### config.mk
export PLATFORM = sky130hd
export DESIGN_NAME = wb_queue_flat
export DESIGN_NICKNAME = d
export VERILOG_FILES = /design/src/rtl/wb_queue_if.sv /design/src/rtl/wb_queue.sv /design/src/flat_wrapper.sv
export SDC_FILE = /design/constraint.sdc
export NUM_CORES = 1
export LEC_CHECK = 0
export BUFFER_PORTS_ARGS = -buffer_cell sky130_fd_sc_hd__buf_2
export CAP_MARGIN = 0
export CORE_UTILIZATION = 35
export DETAILED_ROUTE_END_ITERATION = 7
export MAX_ROUTING_LAYER = met4
export PLACE_DENSITY_LB_ADDON = 0.1
export RECOVER_POWER = 25
export SLEW_MARGIN = 15
export SYNTH_ARGS = -nofsm -noshare
export SYNTH_HDL_FRONTEND = slang
export SYNTH_SLANG_ARGS = --single-unit
### constraint.sdc
create_clock -name clk -period 4.2 [get_ports clk]
set_input_delay 0.63 -clock clk [delete_from_list [all_inputs] [get_ports clk]]
set_output_delay 0.63 -clock clk [all_outputs]
set_load 0.1 [all_outputs]
### src/rtl/wb_queue_if.sv
// -----------------------------------------------------------------------------
// wb_queue_if
//   Bundles the producer handshakes, the register-file write port, the
//   forwarding lookup and the occupancy output of the write-back queue.
//
//   Signals
//     alu_valid/alu_ready/alu_dest/alu_data   ALU producer handshake
//     mem_valid/mem_ready/mem_dest/mem_data   load producer handshake
//     rf_port_busy                             register-file port borrowed
//     reg_write_en/_dest/_data                 register-file write port
//     fwd_addr_n / fwd_hit_n / fwd_data_n      forwarding lookups (n = 1, 2)
//     occupancy                                number of queued entries
//
//   Modports
//     master : environment side (producers, register file, readers)
//     slave  : the queue itself
// -----------------------------------------------------------------------------
interface wb_queue_if #(
   parameter int DEPTH = 4,
   parameter int CW    = $clog2(DEPTH) + 1
);
   logic          alu_valid;
   logic          alu_ready;
   logic [2:0]    alu_dest;
   logic [15:0]   alu_data;
   logic          mem_valid;
   logic          mem_ready;
   logic [2:0]    mem_dest;
   logic [15:0]   mem_data;
   logic          rf_port_busy;
   logic          reg_write_en;
   logic [2:0]    reg_write_dest;
   logic [15:0]   reg_write_data;
   logic [2:0]    fwd_addr_1;
   logic [2:0]    fwd_addr_2;
   logic          fwd_hit_1;
   logic          fwd_hit_2;
   logic [15:0]   fwd_data_1;
   logic [15:0]   fwd_data_2;
   logic [CW-1:0] occupancy;

   modport master (
      output alu_valid, alu_dest, alu_data,
      output mem_valid, mem_dest, mem_data,
      output rf_port_busy, fwd_addr_1, fwd_addr_2,
      input  alu_ready, mem_ready,
      input  reg_write_en, reg_write_dest, reg_write_data,
      input  fwd_hit_1, fwd_hit_2, fwd_data_1, fwd_data_2,
      input  occupancy
   );

   modport slave (
      input  alu_valid, alu_dest, alu_data,
      input  mem_valid, mem_dest, mem_data,
      input  rf_port_busy, fwd_addr_1, fwd_addr_2,
      output alu_ready, mem_ready,
      output reg_write_en, reg_write_dest, reg_write_data,
      output fwd_hit_1, fwd_hit_2, fwd_data_1, fwd_data_2,
      output occupancy
   );
endinterface

### src/rtl/wb_queue.sv
// -----------------------------------------------------------------------------
// wb_queue
//   Write-back queue in front of the 8x16-bit register file. Accepts results
//   from the load path (priority) and the ALU path, buffers them in order and
//   drains at most one entry per cycle into the single register-file write
//   port. Back-pressures producers when full and the port is borrowed.
//
//   Ports
//     clk    sole clock, rising edge
//     reset  asynchronous, active-high; clears all control state
//     bus    wb_queue_if.slave (handshakes, write port, forwarding, occupancy)
//
//   Optional feature macro: WB_FORWARD_EN
//     defined   : forwarding comparators drive fwd_hit_n / fwd_data_n
//     undefined : forwarding outputs tied to 0, fwd_addr_n ignored
// -----------------------------------------------------------------------------
module wb_queue #(
   parameter int DEPTH = 4,
   parameter int CW    = $clog2(DEPTH) + 1
) (
   input logic         clk,
   input logic         reset,
   wb_queue_if.slave   bus
);
   localparam int PW = $clog2(DEPTH);

   // Entry storage is not reset: occupancy gates every use of it.
   logic [2:0]    r_dest [DEPTH];
   logic [15:0]   r_data [DEPTH];
   logic [PW-1:0] r_wptr;
   logic [PW-1:0] r_rptr;
   logic [CW-1:0] r_occ;

   logic          w_empty;
   logic          w_pop;
   logic          w_push;
   logic          w_mem_ready;
   logic          w_alu_ready;
   logic [2:0]    w_in_dest;
   logic [15:0]   w_in_data;

   always_comb begin
      w_empty     = (r_occ == '0);
      w_pop       = !w_empty && !bus.rf_port_busy;
      // A pop frees a slot in the same cycle, so a full queue still accepts.
      w_mem_ready = (r_occ < CW'(DEPTH)) || w_pop;
      w_alu_ready = w_mem_ready && !bus.mem_valid;
      w_push      = (bus.mem_valid && w_mem_ready) || (bus.alu_valid && w_alu_ready);
      w_in_dest   = bus.mem_valid ? bus.mem_dest : bus.alu_dest;
      w_in_data   = bus.mem_valid ? bus.mem_data : bus.alu_data;
   end

   assign bus.mem_ready      = w_mem_ready;
   assign bus.alu_ready      = w_alu_ready;
   assign bus.reg_write_en   = w_pop;
   assign bus.reg_write_dest = w_empty ? 3'd0  : r_dest[r_rptr];
   assign bus.reg_write_data = w_empty ? 16'd0 : r_data[r_rptr];
   assign bus.occupancy      = r_occ;

   always_ff @(posedge clk or posedge reset) begin
      if (reset) begin
         r_wptr <= '0;
         r_rptr <= '0;
         r_occ  <= '0;
      end else begin
         if (w_push) r_wptr <= r_wptr + 1'b1;
         if (w_pop)  r_rptr <= r_rptr + 1'b1;
         case ({w_push, w_pop})
            2'b10:   r_occ <= r_occ + 1'b1;
            2'b01:   r_occ <= r_occ - 1'b1;
            default: r_occ <= r_occ;
         endcase
      end
   end

   // At full with a pop, r_wptr equals r_rptr: the new entry overwrites the
   // head slot at the same edge the head is consumed.
   always_ff @(posedge clk) begin
      if (w_push) begin
         r_dest[r_wptr] <= w_in_dest;
         r_data[r_wptr] <= w_in_data;
      end
   end

`ifdef WB_FORWARD_EN
   // Scan oldest to youngest so the last match seen is the youngest one.
   // The entry being pushed is not yet in storage, so it is naturally excluded.
   function automatic logic [16:0] fwd_lookup(input logic [2:0] addr);
      logic [16:0]   res;
      logic [PW-1:0] idx;
      res = '0;
      for (int i = 0; i < DEPTH; i++) begin
         idx = r_rptr + PW'(i);
         if ((CW'(i) < r_occ) && (r_dest[idx] == addr))
            res = {1'b1, r_data[idx]};
      end
      return res;
   endfunction

   logic [16:0] w_fwd_1;
   logic [16:0] w_fwd_2;

   assign w_fwd_1        = fwd_lookup(bus.fwd_addr_1);
   assign w_fwd_2        = fwd_lookup(bus.fwd_addr_2);
   assign bus.fwd_hit_1  = w_fwd_1[16];
   assign bus.fwd_data_1 = w_fwd_1[15:0];
   assign bus.fwd_hit_2  = w_fwd_2[16];
   assign bus.fwd_data_2 = w_fwd_2[15:0];
`else
   logic w_unused_fwd;

   assign w_unused_fwd   = ^{bus.fwd_addr_1, bus.fwd_addr_2};
   assign bus.fwd_hit_1  = 1'b0;
   assign bus.fwd_data_1 = 16'd0;
   assign bus.fwd_hit_2  = 1'b0;
   assign bus.fwd_data_2 = 16'd0;
`endif

endmodule
### src/flat_wrapper.sv
// flat-port wrapper written by rule: the top's interface ports become plain ports
module wb_queue_flat 
#(
   parameter int DEPTH = 4,
   parameter int CW    = $clog2(DEPTH) + 1
)
  (clk, reset, bus_alu_valid, bus_alu_dest, bus_alu_data, bus_mem_valid, bus_mem_dest, bus_mem_data, bus_rf_port_busy, bus_fwd_addr_1, bus_fwd_addr_2, bus_alu_ready, bus_mem_ready, bus_reg_write_en, bus_reg_write_dest, bus_reg_write_data, bus_fwd_hit_1, bus_fwd_hit_2, bus_fwd_data_1, bus_fwd_data_2, bus_occupancy);
  wb_queue_if #(.DEPTH(DEPTH), .CW(CW)) bus_i ();
  input logic clk;
  input logic reset;
  input wire logic [$bits(bus_i.alu_valid)-1:0] bus_alu_valid;
  input wire logic [$bits(bus_i.alu_dest)-1:0] bus_alu_dest;
  input wire logic [$bits(bus_i.alu_data)-1:0] bus_alu_data;
  input wire logic [$bits(bus_i.mem_valid)-1:0] bus_mem_valid;
  input wire logic [$bits(bus_i.mem_dest)-1:0] bus_mem_dest;
  input wire logic [$bits(bus_i.mem_data)-1:0] bus_mem_data;
  input wire logic [$bits(bus_i.rf_port_busy)-1:0] bus_rf_port_busy;
  input wire logic [$bits(bus_i.fwd_addr_1)-1:0] bus_fwd_addr_1;
  input wire logic [$bits(bus_i.fwd_addr_2)-1:0] bus_fwd_addr_2;
  output wire logic [$bits(bus_i.alu_ready)-1:0] bus_alu_ready;
  output wire logic [$bits(bus_i.mem_ready)-1:0] bus_mem_ready;
  output wire logic [$bits(bus_i.reg_write_en)-1:0] bus_reg_write_en;
  output wire logic [$bits(bus_i.reg_write_dest)-1:0] bus_reg_write_dest;
  output wire logic [$bits(bus_i.reg_write_data)-1:0] bus_reg_write_data;
  output wire logic [$bits(bus_i.fwd_hit_1)-1:0] bus_fwd_hit_1;
  output wire logic [$bits(bus_i.fwd_hit_2)-1:0] bus_fwd_hit_2;
  output wire logic [$bits(bus_i.fwd_data_1)-1:0] bus_fwd_data_1;
  output wire logic [$bits(bus_i.fwd_data_2)-1:0] bus_fwd_data_2;
  output wire logic [$bits(bus_i.occupancy)-1:0] bus_occupancy;
  assign bus_i.alu_valid = bus_alu_valid;
  assign bus_i.alu_dest = bus_alu_dest;
  assign bus_i.alu_data = bus_alu_data;
  assign bus_i.mem_valid = bus_mem_valid;
  assign bus_i.mem_dest = bus_mem_dest;
  assign bus_i.mem_data = bus_mem_data;
  assign bus_i.rf_port_busy = bus_rf_port_busy;
  assign bus_i.fwd_addr_1 = bus_fwd_addr_1;
  assign bus_i.fwd_addr_2 = bus_fwd_addr_2;
  assign bus_alu_ready = bus_i.alu_ready;
  assign bus_mem_ready = bus_i.mem_ready;
  assign bus_reg_write_en = bus_i.reg_write_en;
  assign bus_reg_write_dest = bus_i.reg_write_dest;
  assign bus_reg_write_data = bus_i.reg_write_data;
  assign bus_fwd_hit_1 = bus_i.fwd_hit_1;
  assign bus_fwd_hit_2 = bus_i.fwd_hit_2;
  assign bus_fwd_data_1 = bus_i.fwd_data_1;
  assign bus_fwd_data_2 = bus_i.fwd_data_2;
  assign bus_occupancy = bus_i.occupancy;
  wb_queue #(.DEPTH(DEPTH), .CW(CW)) u_core (.clk(clk), .reset(reset), .bus(bus_i));
endmodule
==> results.yml <==
sta:
  finalHoldViolations: 0
  skew_ns: 0.007606
  period_share: 0.7005
  max_freq_mhz: 339.9
  drv_slew: 0
  max-slew-margin-rel: 0.1170
  final.setup.tns_ns: 0
  final.min_clock_period_ns: 2.942
  setup_violations: 0
  grt_setup_unrepaired: "no"
  worstMarginPinSlew_ns: 1.325
yosys:
  yosys.cell_count.top_type: "edfxtp_1"
  syn_area_um2: 3766
  synth_cell_types: 22
  postSynthCellCount: 212
  ys_async_sr_fraction: 0.08434
  synth_top_area_cell: "edfxtp_1"
  synthTopCellsByCount: "edfxtp_1, buf_4, mux2_2"
  synthFlopType: "edfxtp_1"
  syn_avg_cell_area_um2: 17.76
  yosys.area.top_type_share: 0.6060
  synthTopCellsByArea: "edfxtp_1, mux4_2, buf_4"
  synth-seq-area-share: 0.6525
  synth_warnings: 0
  synth.ff_latch_count: 83
  synth_edf_count: 76
min_path:
  hold_path.class: "in2async"
critical_path:
  arrival_ns: 2.31
  path_delay_family: "flip-flops"
  startpoint: "u_core.r_rptr[1]"
  critPathMaxStageDelay_ns: 1.00
  criticalPathCategory: "reg2out"
  worstRegToRegCells: 7
  endpoint_kind: "primary output"
  path_cells: "mux4_2 -> nor2b_1 -> buf_2"
  path_depth: 3
  r2r_start: "u_core.bus.occupancy[0]"
  critPathBufInv: 1
  cp_max_fo: 20
  cpMaxStageDelayCell: "dfrtp_1"
  startpoint_type: "register"
  required_ns: 3.57
finish:
  antenna_cells: 0
  drive_gt1_frac: 0.3966
  layout.area.seq_um2: 2459
  fill_cells: 982
  nets: 341
  multi_input_area_um2: 1119
  area_growth_pct: 14.42
floorplan:
  rows: 37
  initial_core_util: 0.3632
  pin_count: 108
  die-area_um2: 11180
  die_x_um: 105.7
  coreArea_um2: 10370
  die_h_um: 105.7
grt:
  grt_max_degree: 22
  grt_pass1_vias: 1854
  antenna_found_initial: 0
  track_usage: 0.1247
  grt_pass1_wl_um: 9701
  grt_overflow: 0
drt:
  met2WireLength_um: 3182
  antenna_left: 0
  first_iter_violations: 65
  via_per_inst: 4.345
  num_vias: 1851
  routed_wirelength_um: 6375
  maxUsedRoutingLayer: "met4"
  m1WireLength_um: 2853
  dr.pass1.iters: 4
  drc: 0
  wire_per_inst_um: 14.96
  dr_wl_met3_um: 291
clock_network:
  cts_tree: "built"
  clockBufferDepth: 2
  clock_sinks: 83
  htreeDepth: 3
  clk_latency_ns: 0.33
  clkSlewWorstSetupHoldPaths_ns: 0.07
  hold_buffers: 0
  cts-root-buf: "clkbuf_8"
  postCtsSetupRepairBufs: 0
  cts_inserted_buffers: 9
  ctsResizeCount: 0
status:
  status: "completed"
placement:
  place_congestion: 0.6553
  numPortBuffers: 67
  dp_hpwl_um: 4035
job:
  max-cap-violations: 0
## worst paths after layout
path                       slack, ns                 endpoint
max                             1.26   bus_reg_write_data[13]
min                             0.22  u_core.bus.occupancy[1]
max reg2reg                     1.72  u_core.bus.occupancy[2]
min reg2reg                     0.57         u_core.r_wptr[1]
max in group asynchronous       3.73         u_core.r_rptr[0]
min in group clk                0.57         u_core.r_wptr[1]
## layout by cell type (no fill, tap or decap), drive strengths merged
cell type / synthesis / routed
dfrtp: 7 / 7
mux4: 19 / 19
nand2: 1 / 1
clkinv: 0 / 2
edfxtp: 76 / 76
a21oi: 1 / 1
clkbuf: 2 / 13
xnor2: 3 / 3
conb: 1 / 34
o21a: 1 / 1
nor3: 1 / 1
xor2: 3 / 3
mux2: 21 / 21
nor3b: 1 / 1
nor2: 2 / 2
ha: 5 / 5
buf: 40 / 71
fa: 1 / 1
and2: 4 / 4
bufinv: 0 / 1
inv: 4 / 4
nor2b: 19 / 19
## worst register-to-register path, delay by kind of cell (launching register included)
family,cells,cell delay (ns)
AND/OR/NAND/NOR,3,0.97
adder cells (fa/ha/maj),2,0.68
flip-flops,1,0.47
XOR/XNOR,2,0.27
## through the flow
step,std cells,hold WS [ns],setup slack [ns],utilization,area [um2]
after global routing,426,0.2251,1.010,0.4155,4309
after detailed placement,411,0.5609,1.476,0.3988,4135
after floorplan,245,0.4334,0.2932,-,3890
after global placement,411,0.5612,1.531,0.3988,4135
after CTS,426,0.2064,1.100,0.4157,4310
final,426,0.2197,1.258,0.4155,4309
## cells by family after synthesis
family,synth area share
muxes,0.1764
other,0.0009957
DFF,0.6525
and+or+nand+nor,0.04585
adders and majority gates,0.02193
xor gates and xnor gates,0.01396
buffers and inverters,0.08505
AOI/OAI and AO/OA,0.003322
## sequential cells by signal, summed over array words and instances, names as in the netlist
signal / count
u_core.r_rptr: 2
u_core.r_data: 64
u_core.r_wptr: 2
u_core.r_dest: 12
u_core.bus.occupancy: 3
## final cells by class
type / instances / area share
Clock buffer: 12 / 0.03136
Clock inverter: 3 / 0.009292
Inverter: 4 / 0.003484
Multi-Input combinational cell: 116 / 0.2596
Sequential cell: 83 / 0.5706
Tap cell: 136 / 0.03949
Timing Repair Buffer: 72 / 0.08624
## layer usage
| metal | GRT usage | up-vias |
|---|---|---|
| li1 | - | 871 |
| met1 | 0.1457 | 915 |
| met2 | 0.2087 | 61 |
| met3 | 0.03711 | 4 |
| met4 | 0.03571 | 0 |
| met5 | - | - |
Power is left out: the tool's default activity adds up to more than one toggle a clock period on the data nets, which glitch-free logic cannot reach.
